`src/rtl/mem_bus_arbiter_if.sv`:
```
// Handshake/bus bundle for mem_bus_arbiter: Cpu and DMA requester ports plus the
// shared memory port. The arbiter connects through `slave`; the environment that
// drives requests and models memory uses `master`.
interface mem_bus_arbiter_if;
  // Cpu requester (requester 0)
  logic        cpu_req;
  logic        cpu_we;
  logic [15:0] cpu_addr;
  logic [7:0]  cpu_wdata;
  logic        cpu_done;

  // DMA requester (requester 1)
  logic        dma_req;
  logic        dma_we;
  logic [15:0] dma_addr;
  logic [7:0]  dma_wdata;
  logic        dma_done;

  // Shared completion data/status
  logic [7:0]  rdata;
  logic        bus_err;

  // Memory port
  logic        mem_req;
  logic        mem_we;
  logic [15:0] mem_addr;
  logic [7:0]  mem_wdata;
  logic [7:0]  mem_rdata;
  logic        mem_ack;

  // Arbiter side
  modport slave (
    input  cpu_req, cpu_we, cpu_addr, cpu_wdata,
    output cpu_done,
    input  dma_req, dma_we, dma_addr, dma_wdata,
    output dma_done,
    output rdata, bus_err,
    output mem_req, mem_we, mem_addr, mem_wdata,
    input  mem_rdata, mem_ack
  );

  // Requester / memory model side
  modport master (
    output cpu_req, cpu_we, cpu_addr, cpu_wdata,
    input  cpu_done,
    output dma_req, dma_we, dma_addr, dma_wdata,
    input  dma_done,
    input  rdata, bus_err,
    input  mem_req, mem_we, mem_addr, mem_wdata,
    output mem_rdata, mem_ack
  );
endinterface

```
`src/rtl/mem_bus_arbiter.sv`:
```
// mem_bus_arbiter: shares one 16-bit address / 8-bit data memory port between the
// Cpu (requester 0, fixed priority) and a DMA engine (requester 1). One transaction
// at a time: IDLE picks a winner, ISSUE drives the memory port until mem_ack or
// timeout, DONE returns the completion pulse and masks the finished requester for
// one IDLE edge. A run-length counter forces a DMA win after MAX_CPU_RUN
// consecutive contested Cpu grants. we = 1 means write, we = 0 means read.
module mem_bus_arbiter #(
  parameter int unsigned MAX_CPU_RUN    = 4,   // 1..15
  parameter int unsigned TIMEOUT_CYCLES = 16   // 2..255
) (
  input  logic             clk,
  input  logic             rst,
  input  logic             enable,
  mem_bus_arbiter_if.slave bus
);

  localparam logic [3:0] RUN_MAX = 4'(MAX_CPU_RUN);
  localparam logic [7:0] TO_LAST = 8'(TIMEOUT_CYCLES - 1);

  typedef enum logic [1:0] {
    ST_IDLE  = 2'd0,
    ST_ISSUE = 2'd1,
    ST_DONE  = 2'd2
  } state_e;

  // Sequencer state
  state_e      state_q,     state_d;
  logic        winner_q,    winner_d;     // 0 = Cpu, 1 = DMA
  logic [1:0]  mask_q,      mask_d;       // [0] Cpu, [1] DMA
  logic [3:0]  run_q,       run_d;
  logic [7:0]  tcnt_q,      tcnt_d;

  // Registered outputs
  logic        cpu_done_q,  cpu_done_d;
  logic        dma_done_q,  dma_done_d;
  logic [7:0]  rdata_q,     rdata_d;
  logic        bus_err_q,   bus_err_d;
  logic        mem_req_q,   mem_req_d;
  logic        mem_we_q,    mem_we_d;
  logic [15:0] mem_addr_q,  mem_addr_d;
  logic [7:0]  mem_wdata_q, mem_wdata_d;

  // Arbitration helpers
  logic [1:0]  elig;
  logic        pick_dma;

  // Next-state and next-output computation; everything holds when enable is low
  always_comb begin
    state_d     = state_q;
    winner_d    = winner_q;
    mask_d      = mask_q;
    run_d       = run_q;
    tcnt_d      = tcnt_q;
    cpu_done_d  = cpu_done_q;
    dma_done_d  = dma_done_q;
    rdata_d     = rdata_q;
    bus_err_d   = bus_err_q;
    mem_req_d   = mem_req_q;
    mem_we_d    = mem_we_q;
    mem_addr_d  = mem_addr_q;
    mem_wdata_d = mem_wdata_q;
    elig        = '0;
    pick_dma    = 1'b0;

    if (enable) begin
      unique case (state_q)
        ST_IDLE: begin
          elig   = {bus.dma_req, bus.cpu_req} & ~mask_q;
          mask_d = '0;
          if (elig != 2'b00) begin
            // Cpu wins a contest unless it has already taken RUN_MAX in a row
            pick_dma = (elig == 2'b10) ||
                       ((elig == 2'b11) && (run_q == RUN_MAX));
            if (!pick_dma && (elig == 2'b11)) begin
              run_d = run_q + 4'd1;
            end else begin
              run_d = '0;
            end
            winner_d    = pick_dma;
            mem_we_d    = pick_dma ? bus.dma_we    : bus.cpu_we;
            mem_addr_d  = pick_dma ? bus.dma_addr  : bus.cpu_addr;
            mem_wdata_d = pick_dma ? bus.dma_wdata : bus.cpu_wdata;
            mem_req_d   = 1'b1;
            tcnt_d      = '0;
            state_d     = ST_ISSUE;
          end
        end

        ST_ISSUE: begin
          if (bus.mem_ack) begin
            mem_req_d  = 1'b0;
            rdata_d    = mem_we_q ? '0 : bus.mem_rdata;
            cpu_done_d = ~winner_q;
            dma_done_d = winner_q;
            bus_err_d  = 1'b0;
            state_d    = ST_DONE;
          end else if (tcnt_q == TO_LAST) begin
            mem_req_d  = 1'b0;
            rdata_d    = 8'hFF;
            cpu_done_d = ~winner_q;
            dma_done_d = winner_q;
            bus_err_d  = 1'b1;
            state_d    = ST_DONE;
          end else begin
            tcnt_d = tcnt_q + 8'd1;
          end
        end

        ST_DONE: begin
          cpu_done_d = 1'b0;
          dma_done_d = 1'b0;
          bus_err_d  = 1'b0;
          mask_d     = winner_q ? 2'b10 : 2'b01;
          state_d    = ST_IDLE;
        end

        default: begin
          state_d = ST_IDLE;
        end
      endcase
    end
  end

  // State and output registers with synchronous active-high reset
  always_ff @(posedge clk) begin
    if (rst) begin
      state_q     <= ST_IDLE;
      winner_q    <= 1'b0;
      mask_q      <= '0;
      run_q       <= '0;
      tcnt_q      <= '0;
      cpu_done_q  <= 1'b0;
      dma_done_q  <= 1'b0;
      rdata_q     <= '0;
      bus_err_q   <= 1'b0;
      mem_req_q   <= 1'b0;
      mem_we_q    <= 1'b0;
      mem_addr_q  <= '0;
      mem_wdata_q <= '0;
    end else begin
      state_q     <= state_d;
      winner_q    <= winner_d;
      mask_q      <= mask_d;
      run_q       <= run_d;
      tcnt_q      <= tcnt_d;
      cpu_done_q  <= cpu_done_d;
      dma_done_q  <= dma_done_d;
      rdata_q     <= rdata_d;
      bus_err_q   <= bus_err_d;
      mem_req_q   <= mem_req_d;
      mem_we_q    <= mem_we_d;
      mem_addr_q  <= mem_addr_d;
      mem_wdata_q <= mem_wdata_d;
    end
  end

  assign bus.cpu_done  = cpu_done_q;
  assign bus.dma_done  = dma_done_q;
  assign bus.rdata     = rdata_q;
  assign bus.bus_err   = bus_err_q;
  assign bus.mem_req   = mem_req_q;
  assign bus.mem_we    = mem_we_q;
  assign bus.mem_addr  = mem_addr_q;
  assign bus.mem_wdata = mem_wdata_q;

endmodule

```
`src/flat_wrapper.sv`:
```
// flat-port wrapper written by rule: the top's interface ports become plain ports
module mem_bus_arbiter_flat 
#(
  parameter int unsigned MAX_CPU_RUN    = 4,           
  parameter int unsigned TIMEOUT_CYCLES = 16            
)
  (clk, rst, enable, bus_cpu_req, bus_cpu_we, bus_cpu_addr, bus_cpu_wdata, bus_cpu_done, bus_dma_req, bus_dma_we, bus_dma_addr, bus_dma_wdata, bus_dma_done, bus_rdata, bus_bus_err, bus_mem_req, bus_mem_we, bus_mem_addr, bus_mem_wdata, bus_mem_rdata, bus_mem_ack);
  mem_bus_arbiter_if bus_i ();
  input  logic clk;
  input  logic rst;
  input  logic enable;
  input wire logic [$bits(bus_i.cpu_req)-1:0] bus_cpu_req;
  input wire logic [$bits(bus_i.cpu_we)-1:0] bus_cpu_we;
  input wire logic [$bits(bus_i.cpu_addr)-1:0] bus_cpu_addr;
  input wire logic [$bits(bus_i.cpu_wdata)-1:0] bus_cpu_wdata;
  output wire logic [$bits(bus_i.cpu_done)-1:0] bus_cpu_done;
  input wire logic [$bits(bus_i.dma_req)-1:0] bus_dma_req;
  input wire logic [$bits(bus_i.dma_we)-1:0] bus_dma_we;
  input wire logic [$bits(bus_i.dma_addr)-1:0] bus_dma_addr;
  input wire logic [$bits(bus_i.dma_wdata)-1:0] bus_dma_wdata;
  output wire logic [$bits(bus_i.dma_done)-1:0] bus_dma_done;
  output wire logic [$bits(bus_i.rdata)-1:0] bus_rdata;
  output wire logic [$bits(bus_i.bus_err)-1:0] bus_bus_err;
  output wire logic [$bits(bus_i.mem_req)-1:0] bus_mem_req;
  output wire logic [$bits(bus_i.mem_we)-1:0] bus_mem_we;
  output wire logic [$bits(bus_i.mem_addr)-1:0] bus_mem_addr;
  output wire logic [$bits(bus_i.mem_wdata)-1:0] bus_mem_wdata;
  input wire logic [$bits(bus_i.mem_rdata)-1:0] bus_mem_rdata;
  input wire logic [$bits(bus_i.mem_ack)-1:0] bus_mem_ack;
  assign bus_i.cpu_req = bus_cpu_req;
  assign bus_i.cpu_we = bus_cpu_we;
  assign bus_i.cpu_addr = bus_cpu_addr;
  assign bus_i.cpu_wdata = bus_cpu_wdata;
  assign bus_cpu_done = bus_i.cpu_done;
  assign bus_i.dma_req = bus_dma_req;
  assign bus_i.dma_we = bus_dma_we;
  assign bus_i.dma_addr = bus_dma_addr;
  assign bus_i.dma_wdata = bus_dma_wdata;
  assign bus_dma_done = bus_i.dma_done;
  assign bus_rdata = bus_i.rdata;
  assign bus_bus_err = bus_i.bus_err;
  assign bus_mem_req = bus_i.mem_req;
  assign bus_mem_we = bus_i.mem_we;
  assign bus_mem_addr = bus_i.mem_addr;
  assign bus_mem_wdata = bus_i.mem_wdata;
  assign bus_i.mem_rdata = bus_mem_rdata;
  assign bus_i.mem_ack = bus_mem_ack;
  mem_bus_arbiter #(.MAX_CPU_RUN(MAX_CPU_RUN), .TIMEOUT_CYCLES(TIMEOUT_CYCLES)) u_core (.clk(clk), .rst(rst), .enable(enable), .bus(bus_i));
endmodule
```
`config.mk`:
```
export PLATFORM = sky130hd
export DESIGN_NAME = mem_bus_arbiter_flat
export DESIGN_NICKNAME = d
export VERILOG_FILES = /design/src/rtl/mem_bus_arbiter_if.sv /design/src/rtl/mem_bus_arbiter.sv /design/src/flat_wrapper.sv
export SDC_FILE = /design/constraint.sdc
export NUM_CORES = 1
export LEC_CHECK = 0
export CAP_MARGIN = 20
export CORE_MARGIN = 2
export CORE_UTILIZATION = 47
export DETAILED_ROUTE_END_ITERATION = 12
export HOLD_SLACK_MARGIN = 0.03
export PLACE_DENSITY = 0.89
export SYNTH_ARGS = -nofsm -noshare
export SYNTH_HDL_FRONTEND = slang
export SYNTH_SLANG_ARGS = --single-unit
```
`constraint.sdc`:
```
create_clock -name clk -period 3.7 [get_ports clk]
set_input_delay 0.37 -clock clk [delete_from_list [all_inputs] [get_ports clk]]
set_output_delay 0.37 -clock clk [all_outputs]
set_load 0.01 [all_outputs]
```
==> impl_metrics.yaml <==
run_status:
  outcome: "finished clean"
sta:
  rsz0062_at_grt: "false"
  final.setup_skew_ns: 0.00390
  setup_slack_ns: 1.52
  clock.fmax_ghz: 0.458
  worstMarginPinSlew_ns: 0.836
  period_share_pct: 59.0
  post-route-min-period_ns: 2.18
  hold_violations: 0
  setup_viol: 0
  slew_violations: 0
  setup_tns_ns: 0
  max_slew_margin_pct: 44.1
final_layout:
  antennaDiodeCount: 0
  post-route-util_pct: 71.6
  final_cells: 435
  final_nets: 435
  layout-drive-gt1-share_pct: 4.66
  fill_cells: 367
  area_growth_pct: 45.6
yosys:
  synth_seq_cells: 54
  synth_cell_types: 42
  synthTopCellsByArea: "dfxtp_1, mux2i_1, o2bb2ai_1, ha_1, a21oi_1"
  synth_largest_area_cell: "dfxtp_1"
  synth_fp_nets: 340
  synth_top_family_by_area: "compound AO/OA/AOI/OAI gates"
  synth-xor-area-share_pct: 0
  postSynthCellCount: 269
  synth_compound_area_share_pct: 21.7
  yosys_warnings: 0
  synthFlopType: "dfxtp_1"
  syn_avg_cell_area_sq_um: 9.45
  synth_edf_count: 0
  synth_simple_gate_area_share_pct: 17.3
  yosysSeqAreaShare_pct: 42.5
  mappedNetlistArea_sq_um: 2540
  synth_mux_area_share_pct: 10.2
  ys_async_sr_fraction_pct: 0
  synth.most_common_cell: "dfxtp_1"
  yosys.area.top_type_share_pct: 42.5
  yosys-top-cells-count: "dfxtp_1, mux2i_1, o2bb2ai_1"
  synthAdderAreaFrac_pct: 3.45
routing:
  route.detailed.drc: 0
  drt_iter0_drc: 224
  vias: 2422
  first_pass_iters: 4
  wirelength_mm: 6.59
  wire_per_inst_microns: 15.1
  antenna_left: 0
  vias_per_cell: 5.57
run:
  max_cap_violations: 0
worst_setup_path:
  critPathMaxFanout: 19
  crit_type: "primary input to flip-flop"
  end_kind: "flip-flop"
  crit_arrival_ns: 2.36
  required_ns: 3.88
  start_kind: "primary input"
floorplan:
  die_y_microns: 77.5
  rows: 26
  chipWidth_microns: 77.5
  core_area_sq_um: 5170
  die-area_sq_um: 6010
  ios: 101
  initial_core_util_pct: 49.1
clocking:
  cts_tree: "built"
  numCtsBuffers: 5
  cts.sinks: 54
  clk_latency_ns: 0.31
  ctsResizeCount: 0
  cts_buffer_depth: 2
  cts_hold_buffers: 0
  cts.htree.levels: 2
  clk_pin_slew_ns: 0.09
  post_cts_buffers: 0
  cts_root_buffer: "clkbuf_8"
grt:
  grt_overflow: 0
  grt_use_met1_pct: 27.3
  antenna_found_initial: 0
  grtUsageTotal_pct: 22.5
  grt_pass1_vias: 2346
  grt_use_met3_pct: 7.67
  use_met2_pct: 37.7
  grt.busiest_layer: "met2"
  grt_max_degree: 26
  grt_pass1_wl_mm: 11.0
placed_design:
  port_buffers: 100
  place_ws_ns: 1.11
  hpwl_mm: 4.70
  gp_congestion: 0.841
  dp_cells: 427
power:
  ir_worst_vdd_v: 0.000254
  leakagePower_nw: 1.33
  powerDensity_nw_per_um2: 360
  finalPower_mw: 1.33
min_path:
  hold_class: "flip-flop to flip-flop"
-- logic make-up after synthesis --
family | count (synthesis)
AND/OR/NAND/NOR | 79
AO/OA/AOI/OAI | 75
flip-flops | 54
buffers and inverters | 28
multiplexers | 26
adder cells (fa/ha/maj) | 7
-- cells in the final DEF, fill, tap and decap left out, types with 5 or more instances in the layout --
cell             Yosys  layout
a211oi_1             6       6
a21oi_1             17      17
and3_1               8       8
clkbuf_8             0       5
clkdlybuf4s50_1      0     100
dfxtp_1             54      54
ha_1                 7       7
inv_1               12      12
mux2i_1             26      26
nand2_1             19      19
nand2b_1             9       9
nor2_1               7       7
nor3_1              10      10
o21ai_0              5       5
o2bb2ai_1           25      25
-- sequential cells by signal (all words and copies together), names as in the netlist --
name and cells:
u_core.bus.mem_addr 16, u_core.tcnt_q 8, u_core.run_q 4, u_core.bus.cpu_done 1
u_core.bus.mem_we 1, u_core.bus.bus_err 1, u_core.bus.rdata 8, u_core.state_q 2
u_core.bus.dma_done 1, u_core.bus.mem_req 1, u_core.winner_q 1, u_core.mask_q 2
u_core.bus.mem_wdata 8
-- routing by layer --
layer  vias up  share of wire (%)
li1       1184                  -
met1      1125                 41
met2       104                 48
met3         9                8.9
met4         0                1.4
met5         -                  0
-- area by class of cell --
class / instances / area [sq um] / area share (%)
Timing Repair Buffer: 104 / 1030 / 27.9
Clock buffer: 7 / 76.3 / 2.06
Multi-Input combinational cell: 187 / 1350 / 36.5
Sequential cell: 54 / 1080 / 29.2
Tap cell: 70 / 87.6 / 2.37
Clock inverter: 1 / 30.0 / 0.811
Inverter: 12 / 45.0 / 1.22
-- stage by stage --
step           instance area (sq um)  hold WS [ns]
2_1_floorplan                   2540         0.452
3_3_place_gp                    3590         0.445
3_5_place_dp                    3590         0.447
4_1_cts                         3700         0.475
5_1_grt                         3700         0.493
6_report                        3700         0.472
-- critical path, stage by stage --
cell	delay (ns)
clkdlybuf4s50_1	0.45
nor2b_2	0.24
a21boi_4	0.69
buf_4	0.32
mux2i_1	0.21
o2bb2ai_1	0.07
-- final timing paths --
| kind | from | end | slack (ns) | cells past startpoint |
|---|---|---|---|---|
| max | bus_dma_req | u_core.bus.mem_wdata[0] | 1.52 | 6 |
| max reg2reg | u_core.state_q[1] | u_core.tcnt_q[3] | 1.56 | 6 |
| min | u_core.bus.mem_addr[9] | u_core.bus.mem_addr[9] | 0.47 | 1 |
| min reg2reg | u_core.bus.mem_addr[9] | u_core.bus.mem_addr[9] | 0.47 | 1 |
-- power breakdown --
part / switching (mW) / total [mW] / internal (mW)
clock network: 0.191 / 0.394 / 0.203
registers: 0.0225 / 0.638 / 0.616
logic: 0.132 / 0.300 / 0.168
total: 0.346 / 1.33 / 0.986
Power figures use the tool's default switching activity.
